$ cat src/rtl/weight_load_sequencer_if.sv
// Command, host byte stream and weight-memory bus of the weight load sequencer.
// The master modport belongs to the control/host side, which issues commands and
// supplies bytes. The slave modport belongs to the sequencer.
interface weight_load_sequencer_if #(
    parameter int DATA_W = 8,
    parameter int ADDR_W = 5
);
    logic              cmd_valid;
    logic              cmd_ready;
    logic              cmd_op;
    logic [ADDR_W-1:0] cmd_addr;
    logic [3:0]        cmd_len;
    logic              abort;

    logic [DATA_W-1:0] host_data;
    logic              host_valid;
    logic              host_ready;

    logic              mem_wr_en;
    logic [ADDR_W-1:0] mem_wr_addr;
    logic [DATA_W-1:0] mem_wr_data;
    logic              mem_load;
    logic [ADDR_W-1:0] mem_addr;

    logic              busy;
    logic              done;
    logic              err;
    logic              weights_valid;

    modport master (
        output cmd_valid, cmd_op, cmd_addr, cmd_len, abort,
        output host_data, host_valid,
        input  cmd_ready, host_ready,
        input  mem_wr_en, mem_wr_addr, mem_wr_data, mem_load, mem_addr,
        input  busy, done, err, weights_valid
    );

    modport slave (
        input  cmd_valid, cmd_op, cmd_addr, cmd_len, abort,
        input  host_data, host_valid,
        output cmd_ready, host_ready,
        output mem_wr_en, mem_wr_addr, mem_wr_data, mem_load, mem_addr,
        output busy, done, err, weights_valid
    );
endinterface

$ cat src/rtl/weight_load_sequencer.sv
// Weight load sequencer: executes range-checked "fetch" commands (host bytes
// written into a contiguous span of weight memory) and "load" commands (one
// tile-load strobe, then a settle cycle before the tile is reported valid).
// Optional feature macro WLS_HOST_TIMEOUT_EN: abandons a fetch with an error
// pulse after TIMEOUT consecutive cycles without a host byte.
module weight_load_sequencer #(
    parameter int DATA_W    = 8,
    parameter int NUM_WORDS = 8,
    parameter int ADDR_W    = 5,
    parameter int TILE      = 4,
    parameter int TIMEOUT   = 255
) (
    input logic                    clk,
    input logic                    reset,
    weight_load_sequencer_if.slave bus
);

    // The extra bit keeps start+length sums from wrapping.
    localparam int SUM_W = ADDR_W + 1;

    typedef enum logic [2:0] {
        IDLE,
        FETCH,
        LOAD,
        SETTLE,
        DONE
    } state_t;

    state_t            state, state_next;
    logic [ADDR_W-1:0] ptr, ptr_next;
    logic [3:0]        remaining, remaining_next;
    logic              op_load, op_load_next;

    logic              wr_en_q, wr_en_next;
    logic [ADDR_W-1:0] wr_addr_q, wr_addr_next;
    logic [DATA_W-1:0] wr_data_q, wr_data_next;
    logic              load_q, load_next;
    logic [ADDR_W-1:0] load_addr_q, load_addr_next;
    logic              done_q, done_next;
    logic              err_q, err_next;
    logic              wv_q, wv_next;

    logic              cmd_hs;
    logic              host_hs;
    logic [SUM_W-1:0]  fetch_end;
    logic [SUM_W-1:0]  load_end;
    logic              fetch_illegal;
    logic              load_illegal;

`ifdef WLS_HOST_TIMEOUT_EN
    localparam int TMR_W = (TIMEOUT < 2) ? 1 : $clog2(TIMEOUT + 1);
    logic [TMR_W-1:0] timer, timer_next;
    logic             timed_out;
`else
    logic unused_timeout;
    assign unused_timeout = (TIMEOUT > 0);
`endif

    assign cmd_hs  = bus.cmd_valid && (state == IDLE);
    assign host_hs = bus.host_valid && (state == FETCH);

    assign fetch_end     = {1'b0, bus.cmd_addr} + SUM_W'(bus.cmd_len);
    assign load_end      = {1'b0, bus.cmd_addr} + SUM_W'(TILE);
    assign fetch_illegal = (bus.cmd_len == 4'd0) || (fetch_end > SUM_W'(NUM_WORDS));
    assign load_illegal  = (load_end > SUM_W'(NUM_WORDS));

    assign bus.cmd_ready     = (state == IDLE);
    assign bus.host_ready    = (state == FETCH);
    assign bus.busy          = (state != IDLE);
    assign bus.mem_wr_en     = wr_en_q;
    assign bus.mem_wr_addr   = wr_addr_q;
    assign bus.mem_wr_data   = wr_data_q;
    assign bus.mem_load      = load_q;
    assign bus.mem_addr      = load_addr_q;
    assign bus.done          = done_q;
    assign bus.err           = err_q;
    assign bus.weights_valid = wv_q;

`ifdef WLS_HOST_TIMEOUT_EN
    // Count consecutive host-idle FETCH cycles; anything else restarts the count.
    always_comb begin
        timer_next = '0;
        if (state == FETCH && !host_hs) begin
            timer_next = timer + TMR_W'(1);
        end
    end

    assign timed_out = (timer == TMR_W'(TIMEOUT - 1));

    // Host-idle counter register.
    always_ff @(posedge clk) begin
        if (reset) begin
            timer <= '0;
        end else begin
            timer <= timer_next;
        end
    end
`endif

    // Next state plus the next value of every registered output.
    always_comb begin
        state_next     = state;
        ptr_next       = ptr;
        remaining_next = remaining;
        op_load_next   = op_load;
        wr_en_next     = 1'b0;
        wr_addr_next   = wr_addr_q;
        wr_data_next   = wr_data_q;
        load_next      = 1'b0;
        load_addr_next = load_addr_q;
        done_next      = 1'b0;
        err_next       = 1'b0;
        wv_next        = wv_q;

        unique case (state)
            IDLE: begin
                if (cmd_hs) begin
                    wv_next = 1'b0;
                    if (!bus.cmd_op) begin
                        if (fetch_illegal) begin
                            err_next = 1'b1;
                        end else begin
                            ptr_next       = bus.cmd_addr;
                            remaining_next = bus.cmd_len;
                            op_load_next   = 1'b0;
                            state_next     = FETCH;
                        end
                    end else begin
                        if (load_illegal) begin
                            err_next = 1'b1;
                        end else begin
                            load_next      = 1'b1;
                            load_addr_next = bus.cmd_addr;
                            op_load_next   = 1'b1;
                            state_next     = LOAD;
                        end
                    end
                end
            end

            FETCH: begin
                if (bus.abort) begin
                    // Abort wins over a same-cycle byte, which is dropped.
                    err_next   = 1'b1;
                    state_next = IDLE;
                end else if (host_hs) begin
                    wr_en_next     = 1'b1;
                    wr_addr_next   = ptr;
                    wr_data_next   = bus.host_data;
                    ptr_next       = ptr + ADDR_W'(1);
                    remaining_next = remaining - 4'd1;
                    if (remaining == 4'd1) begin
                        // The final write and the done pulse share a cycle.
                        done_next  = 1'b1;
                        state_next = DONE;
                    end
`ifdef WLS_HOST_TIMEOUT_EN
                end else if (timed_out) begin
                    err_next   = 1'b1;
                    state_next = IDLE;
`endif
                end
            end

            LOAD: begin
                state_next = SETTLE;
            end

            SETTLE: begin
                state_next = DONE;
            end

            DONE: begin
                // A load reports completion only once the memory outputs have settled.
                if (op_load) begin
                    done_next = 1'b1;
                    wv_next   = 1'b1;
                end
                state_next = IDLE;
            end

            default: begin
                state_next = IDLE;
            end
        endcase
    end

    // Control state: FSM state, write pointer, words left and current opcode.
    always_ff @(posedge clk) begin
        if (reset) begin
            state     <= IDLE;
            ptr       <= '0;
            remaining <= '0;
            op_load   <= 1'b0;
        end else begin
            state     <= state_next;
            ptr       <= ptr_next;
            remaining <= remaining_next;
            op_load   <= op_load_next;
        end
    end

    // Registered memory-side and status outputs.
    always_ff @(posedge clk) begin
        if (reset) begin
            wr_en_q     <= 1'b0;
            wr_addr_q   <= '0;
            wr_data_q   <= '0;
            load_q      <= 1'b0;
            load_addr_q <= '0;
            done_q      <= 1'b0;
            err_q       <= 1'b0;
            wv_q        <= 1'b0;
        end else begin
            wr_en_q     <= wr_en_next;
            wr_addr_q   <= wr_addr_next;
            wr_data_q   <= wr_data_next;
            load_q      <= load_next;
            load_addr_q <= load_addr_next;
            done_q      <= done_next;
            err_q       <= err_next;
            wv_q        <= wv_next;
        end
    end

endmodule

$ cat src/flat_wrapper.sv
// flat-port wrapper written by rule: the top's interface ports become plain ports
module weight_load_sequencer_flat 
#(
    parameter int DATA_W    = 8,
    parameter int NUM_WORDS = 8,
    parameter int ADDR_W    = 5,
    parameter int TILE      = 4,
    parameter int TIMEOUT   = 255
)
  (clk, reset, bus_cmd_valid, bus_cmd_op, bus_cmd_addr, bus_cmd_len, bus_abort, bus_host_data, bus_host_valid, bus_cmd_ready, bus_host_ready, bus_mem_wr_en, bus_mem_wr_addr, bus_mem_wr_data, bus_mem_load, bus_mem_addr, bus_busy, bus_done, bus_err, bus_weights_valid);
  weight_load_sequencer_if #(.DATA_W(DATA_W), .ADDR_W(ADDR_W)) bus_i ();
  input logic clk;
  input logic reset;
  input wire logic [$bits(bus_i.cmd_valid)-1:0] bus_cmd_valid;
  input wire logic [$bits(bus_i.cmd_op)-1:0] bus_cmd_op;
  input wire logic [$bits(bus_i.cmd_addr)-1:0] bus_cmd_addr;
  input wire logic [$bits(bus_i.cmd_len)-1:0] bus_cmd_len;
  input wire logic [$bits(bus_i.abort)-1:0] bus_abort;
  input wire logic [$bits(bus_i.host_data)-1:0] bus_host_data;
  input wire logic [$bits(bus_i.host_valid)-1:0] bus_host_valid;
  output wire logic [$bits(bus_i.cmd_ready)-1:0] bus_cmd_ready;
  output wire logic [$bits(bus_i.host_ready)-1:0] bus_host_ready;
  output wire logic [$bits(bus_i.mem_wr_en)-1:0] bus_mem_wr_en;
  output wire logic [$bits(bus_i.mem_wr_addr)-1:0] bus_mem_wr_addr;
  output wire logic [$bits(bus_i.mem_wr_data)-1:0] bus_mem_wr_data;
  output wire logic [$bits(bus_i.mem_load)-1:0] bus_mem_load;
  output wire logic [$bits(bus_i.mem_addr)-1:0] bus_mem_addr;
  output wire logic [$bits(bus_i.busy)-1:0] bus_busy;
  output wire logic [$bits(bus_i.done)-1:0] bus_done;
  output wire logic [$bits(bus_i.err)-1:0] bus_err;
  output wire logic [$bits(bus_i.weights_valid)-1:0] bus_weights_valid;
  assign bus_i.cmd_valid = bus_cmd_valid;
  assign bus_i.cmd_op = bus_cmd_op;
  assign bus_i.cmd_addr = bus_cmd_addr;
  assign bus_i.cmd_len = bus_cmd_len;
  assign bus_i.abort = bus_abort;
  assign bus_i.host_data = bus_host_data;
  assign bus_i.host_valid = bus_host_valid;
  assign bus_cmd_ready = bus_i.cmd_ready;
  assign bus_host_ready = bus_i.host_ready;
  assign bus_mem_wr_en = bus_i.mem_wr_en;
  assign bus_mem_wr_addr = bus_i.mem_wr_addr;
  assign bus_mem_wr_data = bus_i.mem_wr_data;
  assign bus_mem_load = bus_i.mem_load;
  assign bus_mem_addr = bus_i.mem_addr;
  assign bus_busy = bus_i.busy;
  assign bus_done = bus_i.done;
  assign bus_err = bus_i.err;
  assign bus_weights_valid = bus_i.weights_valid;
  weight_load_sequencer #(.DATA_W(DATA_W), .NUM_WORDS(NUM_WORDS), .ADDR_W(ADDR_W), .TILE(TILE), .TIMEOUT(TIMEOUT)) u_core (.clk(clk), .reset(reset), .bus(bus_i));
endmodule
$ cat config.mk
export PLATFORM = sky130hd
export DESIGN_NAME = weight_load_sequencer_flat
export DESIGN_NICKNAME = d
export VERILOG_FILES = /design/src/rtl/weight_load_sequencer_if.sv /design/src/rtl/weight_load_sequencer.sv /design/src/flat_wrapper.sv
export SDC_FILE = /design/constraint.sdc
export NUM_CORES = 1
export LEC_CHECK = 0
export BUFFER_PORTS_ARGS = -buffer_cell sky130_fd_sc_hd__clkbuf_2
export CORE_UTILIZATION = 55
export CTS_CLUSTER_SIZE = 14
export DETAILED_ROUTE_END_ITERATION = 12
export PLACE_DENSITY = 0.83
export RECOVER_POWER = 50
export SETUP_SLACK_MARGIN = 0.5
export SYNTH_ARGS = -nofsm -noshare
export SYNTH_HDL_FRONTEND = slang
export SYNTH_SLANG_ARGS = --single-unit
export TNS_END_PERCENT = 1
$ cat constraint.sdc
create_clock -name clk -period 5.7 [get_ports clk]
set_input_delay 1.71 -clock clk [delete_from_list [all_inputs] [get_ports clk]]
set_output_delay 1.71 -clock clk [all_outputs]
set_load 0.01 [all_outputs]
==> summary.txt, run 1 <==
Status: finished, violations left
Failing checks: max-capacitance violations, max-slew violations
Initial antenna violation count: 0
Crit path arrival time: 4.08 ns
# diodes: 0
Post-synth EDFFs: 0
Max-slew headroom: -0.3766%
TritonRoute pass-1 iters: 4
Clock Latency Late Sink: 0.34 ns
Layout overhead on the synthesized area: 14.25%
Tightest Pin Transition: 1.506 ns
Routed vias/inst: 5.441
Syn avg cell area: 8.127 sq um
Final Cycle Share: 67.27%
Reg area: 720.7 sq um
Port bufs: 48
GP Congestion: 0.9102
Core box area: 3128 sq um
Hpwl dp: 2830 um
CP Class: in2reg
H-Tree Depth: 2
Setup violations, final: 0
CTS clk-pin slew, worst paths: 0.11 ns
Fin crit period: 3.835 ns
Power Total: 482.8 uW
Placed Instance Area: 2091 sq um
Pin count of the biggest net entering global routing: 36
Number of max-cap violations: 1
Pleak: 0.8705 nW
Worst hold margin: 0.4622 ns
Worst-path fanout max: 9
Via count: 1714
Top_reg_cell synth: dfxtp_1
Worst Path Required: 5.95 ns
Clock tree buffer depth: 2
F_max: 260.8 MHz
Min-delay worst type: reg2reg
CTS tree: built
Cell Area, Synth: 1853 sq um
Remaining DRCs: 0
Hold Violations, Final: 0
Clock skew: 0.006975 ns
Pwr/cell area: 228.0 nW/um^2
Nets@finish: 303
Placed Instances: 307
Area occupied by multi-input gates: 1049 sq um
Post-synthesis sequential area ratio: 38.89%
Num CTS Buffers: 5
RSZ-0062 raised after global routing: false
Cell variety after synth: 44
Initial DRC Count: 129
Chip Height: 60.05 um
Die W: 60.05 um
# resized after CTS: 0
Fillers: 289
Hold buffers post-CTS: 0
Ys async rst share: 0%
Commonest non-fill, non-tap cell in the layout: nand2_1
Crit start category: primary input
Max-slew violations: 35
Post-synthesis register bit count: 36
First-pass GRT wire length: 6147 um
Rows: 20
Die ar.: 3605 sq um
IO Count: 49
Most frequent cells in the layout: nand2_1, dfxtp_1, a21oi_1
Max rail drop VDD: 122.2 uV
R2R setup slack: 3.37 ns
Final Cell Area: 2117 sq um
Cells after Synth: 228
Gr ovfl total: 0
Post-route setup slack: 1.865 ns
Layout cell share with drive strength beyond 1: 14.39%
Initial Util: 59.24%
Sink Count: 36
Syn_nets: 261
Final wirelength: 3960 um
Antenna Nets Post-Route: 0
Crit. End Element: flip-flop
Pre-CTS WS: 1.578 ns
Fin util: 67.68%
Root buffer cell: clkbuf_4
Wire per inst: 12.57 um
TNS Setup: 0 ns
Post-CTS Setup Repair Bufs: 0
Finished Layout Cells: 315
GRT Util Overall: 23.05%
Yosys warning count: 0
Vias in the first global route: 1409
-- area by class of cell --
class	count	area share [%]
clock buffer	5	1.773
inverter	7	1.241
multi-input combinational	172	49.53
tap	44	2.600
sequential	36	34.04
timing repair buffer	48	9.929
clock inverter	3	0.8865
-- routing by layer --
layer  routed length, um  GRT usage (%)  part of all wire [%]  vias to the layer above
met5                   0              0                     0                        -
met3                 261          6.494                   6.6                        2
met4                  13          7.309                  0.33                        0
li1                    -              -                     -                      871
met2                1844          35.40                    47                       64
met1                1840          31.15                    46                      777
-- critical path: stages --
cell	delay, ns
clkbuf_2	0.11
ha_1	0.24
fa_1	0.43
xor2_1	0.17
or3_4	0.34
a211oi_4	0.37
o21ai_4	0.17
or3_1	0.39
a21oi_1	0.15
-- report_power, final --
part	internal [mW]	switching, mW	total [mW]	leakage, nW
Combinational	0.0340	0.0482	0.0821	0.545
Clock	0.0473	0.0864	0.134	0.0349
Sequential	0.259	0.00833	0.267	0.291
-- state kept, by name (all words and copies together) (netlist names) --
register and flops:
u_core.bus.mem_addr 5, u_core.bus.done 1, u_core.bus.mem_wr_addr 5, u_core.bus.mem_wr_en 1
u_core.bus.weights_valid 1, u_core.op_load 1, u_core.bus.mem_wr_data 8, u_core.ptr 5
u_core.bus.err 1, u_core.bus.mem_load 1, u_core.state 3, u_core.remaining 4
-- cells by family (layout without fill, tap and decap cells) --
group / after synthesis / in the layout / synth area share [%]
flops: 36 / 36 / 38.89
simple gates: 95 / 95 / 23.63
xor+xnor: 3 / 3 / 1.418
mux: 12 / 12 / 6.550
fa+ha+maj: 10 / 10 / 7.157
compound gates: 52 / 52 / 17.83
buf+inv: 20 / 63 / 4.524
-- final timing paths --
path | from | cells after the start | to
setup / recovery | bus_cmd_len[0] | 9 | u_core.remaining[0]
setup reg to reg | u_core.state[0] | 6 | u_core.ptr[3]
hold / removal | u_core.bus.mem_wr_addr[1] | 2 | u_core.bus.mem_wr_addr[1]
hold reg to reg | u_core.bus.mem_wr_addr[1] | 2 | u_core.bus.mem_wr_addr[1]
-- synthesized netlist by cell type (3+ instances only) --
| master | n | area share (%) |
|---|---|---|
| nor2_1 | 23 | 4.7 |
| xor2_1 | 3 | 1.4 |
| mux2i_1 | 11 | 5.9 |
| inv_1 | 6 | 1.2 |
| ha_1 | 9 | 6.1 |
| dfxtp_1 | 36 | 39 |
| clkbuf_1 | 8 | 1.6 |
| and3_1 | 4 | 1.4 |
| buf_2 | 4 | 1.1 |
| nand2b_1 | 3 | 1.0 |
| o21ai_1 | 4 | 1.1 |
| nor3_1 | 5 | 1.4 |
| a21oi_1 | 28 | 7.6 |
| nand3_1 | 7 | 1.9 |
| nand2_1 | 40 | 8.1 |
| o21ai_0 | 5 | 1.4 |
No activity file was read; power rests on OpenSTA's default activity.
==> inputs of run 2 (changes only) <==
ABC_AREA = 1   (was not set)
CORE_UTILIZATION = 52   (was 55)
PLACE_DENSITY = 0.79   (was 0.83)
clock period = 3.8 ns   (was 5.7 ns; I/O delays follow)
==> summary.txt, run 2 <==
Port bufs: 48
Synth area leaders: dfxtp_1, nor2_1, nand2_1
Ys async rst share: 0%
IO Count: 49
Antenna Nets Post-Route: 0
Via count: 1764
End of the worst register-to-register path: u_core.bus.mem_wr_addr[4]
Core box area: 3390 sq um
Die ar.: 3814 sq um
Hold path cells: 2
Crit path arrival time: 3.02 ns
Layout cell share with drive strength beyond 1: 14.79%
Initial DRC Count: 71
# resized after CTS: 0
Nets@finish: 343
Tightest Pin Transition: 1.008 ns
GP Congestion: 0.8772
Post-synth top area share: 38.81%
Post-route setup slack: 1.014 ns
Min-delay worst type: reg2reg
# diodes: 0
Clock Latency Late Sink: 0.34 ns
Fillers: 347
Worst-path fanout max: 18
Worst Setup SP: bus_cmd_addr[0]
Grt peak-use layer: met2
Finished Layout Cells: 357
Chip Height: 61.76 um
Routed vias/inst: 4.941
First-pass GRT wire length: 6085 um
Crit start category: primary input
Clock skew: 0.01119 ns
Met3 Usage GRT: 7.039%
Syn avg cell area: 7.087 sq um
Num CTS Buffers: 5
Worst hold margin: 0.4772 ns
Placed Instances: 349
CP Class: in2reg
Max rail drop VDD: 266.4 uV
Commonest cells post-synth: nor2_1, nand2_1, dfxtp_1
Internal power: 528.5 uW
Commonest non-fill, non-tap cell in the layout: nor2_1
F_max: 358.9 MHz
Crit. End Element: flip-flop
Syn_nets: 295
Post-synthesis sequential area ratio: 38.81%
Switching part of the total: 31.49%
Fin crit period: 2.786 ns
Vias in the first global route: 1406
Yosys warning count: 0
Seq pwr share: 53.6%
Setup violations, final: 0
Worst Path Required: 4.03 ns
Psw: 242.9 uW
Initial antenna violation count: 0
Post-CTS Setup Repair Bufs: 0
Post-synth EDFFs: 0
Wire per inst: 11.15 um
Hold buffers post-CTS: 0
Pleak: 1.013 nW
Max-slew headroom: 32.54%
Layout overhead on the synthesized area: 14.76%
Final Cycle Share: 73.32%
CTS clk-pin slew, worst paths: 0.11 ns
Initial Util: 54.78%
Cell Area, Synth: 1857 sq um
Top cell type by total area after synthesis: dfxtp_1
Max reg flops: 8
R2R setup slack: 1.20 ns
Status: finished clean
HP Start: u_core.bus.weights_valid
Top_reg_cell synth: dfxtp_1
Gr ovfl total: 0
Grt met2 use: 35.79%
Remaining DRCs: 0
Cells after Synth: 262
Combinational share of power: 20.2%
TritonRoute pass-1 iters: 4
Pre-CTS WS: 0.6605 ns
Root buffer cell: clkbuf_4
Cell variety after synth: 33
Power Total: 771.3 uW
CTS tree: built
Launching point of the worst reg2reg path: u_core.state[0]
Pwr/cell area: 362.0 nW/um^2
Number of max-cap violations: 0
Rows: 21
Hpwl dp: 2890 um
GRT Util Overall: 21.76%
Clock tree buffer depth: 2
Die W: 61.76 um
Most frequent cells in the layout: nor2_1, nand2_1, dfxtp_1
Max-slew violations: 0
Sink Count: 36
Reg2Reg Depth: 7
Final wirelength: 3981 um
Cell with the most instances after synthesis: nor2_1
Hold Path End: u_core.bus.weights_valid
Post-synthesis register bit count: 36
TNS Setup: 0 ns
Pin count of the biggest net entering global routing: 29
Clock Power Share: 26.2%
RSZ-0062 raised after global routing: false
Global routing usage on met1: 27.26%
Hold Violations, Final: 0
H-Tree Depth: 2
[run 2: metal layers]
| layer | vias to the layer above | share of wire [%] |
|---|---|---|
| met3 | 10 | 5.1 |
| met5 | - | 0 |
| li1 | 936 | - |
| met2 | 47 | 45 |
| met1 | 771 | 48 |
| met4 | 0 | 1.9 |
[run 2: kinds of logic after synthesis]
| family | after synthesis | synth area share [%] |
|---|---|---|
| xor+xnor | 4 | 1.887 |
| buf+inv | 41 | 9.165 |
| flops | 36 | 38.81 |
| compound gates | 48 | 14.56 |
| fa+ha+maj | 10 | 7.143 |
| simple gates | 123 | 28.44 |
[run 2: worst max-delay path by stage]
stage,endpoint,slack [ns],cells past startpoint
2_1_floorplan,u_core.ptr[3],0.99,13
3_3_place_gp,u_core.ptr[0],0.72,13
3_5_place_dp,u_core.remaining[2],0.66,13
4_1_cts,u_core.remaining[2],1.03,13
5_1_grt,u_core.bus.mem_wr_data[2],0.79,7
6_report,u_core.remaining[2],1.01,13
[run 2: metrics by stage]
step                instance area (sq um)  utilization [%]
floorplan                            1857                -
global placement                     2115            62.38
detailed placement                   2115            62.38
CTS                                  2171            64.05
global route                         2131            62.86
finish                               2131            62.86
[run 2: area by class of cell]
class | instances | area [sq um] | share of cell area, %
multi-input combinational | 185 | 955.9 | 44.86
sequential | 36 | 720.7 | 33.82
timing repair buffer | 48 | 210.2 | 9.865
inverter | 34 | 130.1 | 6.107
tap | 46 | 57.56 | 2.701
clock buffer | 5 | 37.54 | 1.762
clock inverter | 3 | 18.77 | 0.8808
[run 2: power groups by stage]
stage          Sequential [mW]  Combinational (mW)  Clock, mW
6_report                 0.413               0.156      0.202
5_1_grt                  0.416               0.181      0.220
4_1_cts                  0.413               0.160      0.207
3_5_place_dp             0.422               0.159          0
3_3_place_gp             0.421               0.156          0
2_1_floorplan            0.421               0.113          0
[run 2: critical path, cell delays in order]
cell	delay, ns
clkbuf_2	0.12
ha_1	0.22
fa_1	0.38
nand2_1	0.10
nand2_1	0.05
nand2_1	0.07
nor2_1	0.04
nor2_1	0.13
nand3_2	0.14
a21oi_4	0.40
nand2_1	0.11
nand2_1	0.08
nor2_1	0.05
==> inputs of run 3 (changes only) <==
CORE_UTILIZATION = 47   (was 52)
PLACE_DENSITY = 0.75   (was 0.79)
clock period = 2.45 ns   (was 3.8 ns; I/O delays follow)
==> summary.txt, run 3 (synthesis gave the netlist of run 2 again) <==
Root buffer cell: clkbuf_8
Crit. End Element: flip-flop
Crit start category: primary input
Vias in the first global route: 1508
TNS Setup: 0 ns
# diodes: 0
F_max: 467.2 MHz
CTS clk-pin slew, worst paths: 0.07 ns
Core box area: 3716 sq um
Wire per inst: 11.06 um
TritonRoute pass-1 iters: 4
Clock skew: 0.003626 ns
Gr ovfl total: 0
RSZ-0062 raised after global routing: true
Antenna Nets Post-Route: 0
Most frequent cells in the layout: nor2_1, nand2_1, dfxtp_1
Tightest Pin Transition: 0.6598 ns
Hold buffers post-CTS: 0
Post-route setup slack: 0.3097 ns
H-Tree Depth: 2
Launching point of the worst reg2reg path: u_core.state[0]
Pre-CTS WS: 0.01630 ns
WL met2: 1792 um
Fin crit period: 2.140 ns
Worst-path fanout max: 18
# resized after CTS: 0
HP Start: u_core.bus.weights_valid
Initial antenna violation count: 0
Routed vias/inst: 4.887
Hold Violations, Final: 0
Status: finished clean
Layout cell share with drive strength beyond 1: 17.09%
Top Layer Used: met4
Fillers: 362
Via count: 1779
Port bufs: 48
Setup violations, final: 0
Max-slew violations: 0
Worst Path Required: 2.63 ns
CP Class: in2reg
Number of max-cap violations: 0
Final wirelength: 4026 um
Met3 routed WL: 167 um
Pwr/cell area: 594.8 nW/um^2
Metal-1 WL: 2000 um
Final Cycle Share: 87.36%
Pleak: 1.044 nW
Sink Count: 36
Worst Setup SP: bus_cmd_len[0]
Commonest non-fill, non-tap cell in the layout: nor2_1
Num CTS Buffers: 5
Die W: 64.86 um
Remaining DRCs: 0
Hpwl dp: 3003 um
Rows: 22
Initial DRC Count: 77
Clock tree buffer depth: 2
Power Total: 1.328 mW
Max rail drop VDD: 346.0 uV
IO Count: 49
Die ar.: 4206 sq um
Clock Latency Late Sink: 0.28 ns
Crit path arrival time: 2.32 ns
Pin count of the biggest net entering global routing: 20
GRT Util Overall: 20.79%
First-pass GRT wire length: 6665 um
Chip Height: 64.86 um
Initial Util: 49.97%
GP Congestion: 0.8897
Min-delay worst type: reg2reg
Max-slew headroom: 56.02%
Nets@finish: 348
Max reg flops: 8
Layout overhead on the synthesized area: 20.22%
CTS tree: built
-- run 3: final cells by class --
cell class | count | area (sq um) | area share, %
sequential | 36 | 720.7 | 32.29
multi-input combinational | 185 | 970.9 | 43.50
tap | 48 | 60.06 | 2.691
timing repair buffer | 53 | 256.5 | 11.49
clock buffer | 7 | 86.33 | 3.868
clock inverter | 1 | 7.507 | 0.3363
inverter | 34 | 130.1 | 5.830
-- run 3: timing repair --
action                                  in CTS  in global routing
cloned                                       0                  0
endpoints found under the setup margin      16                 19
setup buffers                                0                  0
-- run 3: path summary, 6_finish.rpt --
kind | endpoint | slack, ns | cells after the start
setup / recovery | u_core.ptr[2] | 0.31 | 14
hold / removal | u_core.bus.weights_valid | 0.47 | 2
setup reg to reg | u_core.bus.mem_wr_data[2] | 0.42 | 7
hold reg to reg | u_core.bus.weights_valid | 0.47 | 2
-- run 3: metal layers --
metal,up-vias,track usage [%]
met1,795,26.02
met4,0,8.611
li1,943,-
met2,34,32.94
met5,-,0
met3,7,6.162
-- run 3: critical path, stage by stage --
cell and delay (ns):
clkbuf_2 0.12, ha_4 0.17, fa_2 0.35, nand2_1 0.08, nand2_1 0.05, nand2_1 0.07
nor2_1 0.04, nor2_1 0.10, nand3_2 0.11, a21oi_4 0.18, buf_12 0.15, nand2_1 0.05
nand2_1 0.05, nor2_1 0.05
-- run 3: per-stage QoR --
step | instance area, sq um | cells | util, % | hold WS, ns
4_1_cts | 2276 | 364 | 61.25 | 0.4686
3_5_place_dp | 2182 | 356 | 58.72 | 0.4599
2_1_floorplan | 1872 | 262 | - | 0.4541
3_3_place_gp | 2182 | 356 | 58.72 | 0.4482
5_1_grt | 2232 | 364 | 60.07 | 0.4841
6_report | 2232 | 364 | 60.07 | 0.4654
-- run 3: power breakdown --
part	internal (mW)	leakage, nW	switching, mW
registers	0.616	0.292	0.0242
logic	0.105	0.708	0.153
clock network	0.228	0.0445	0.202
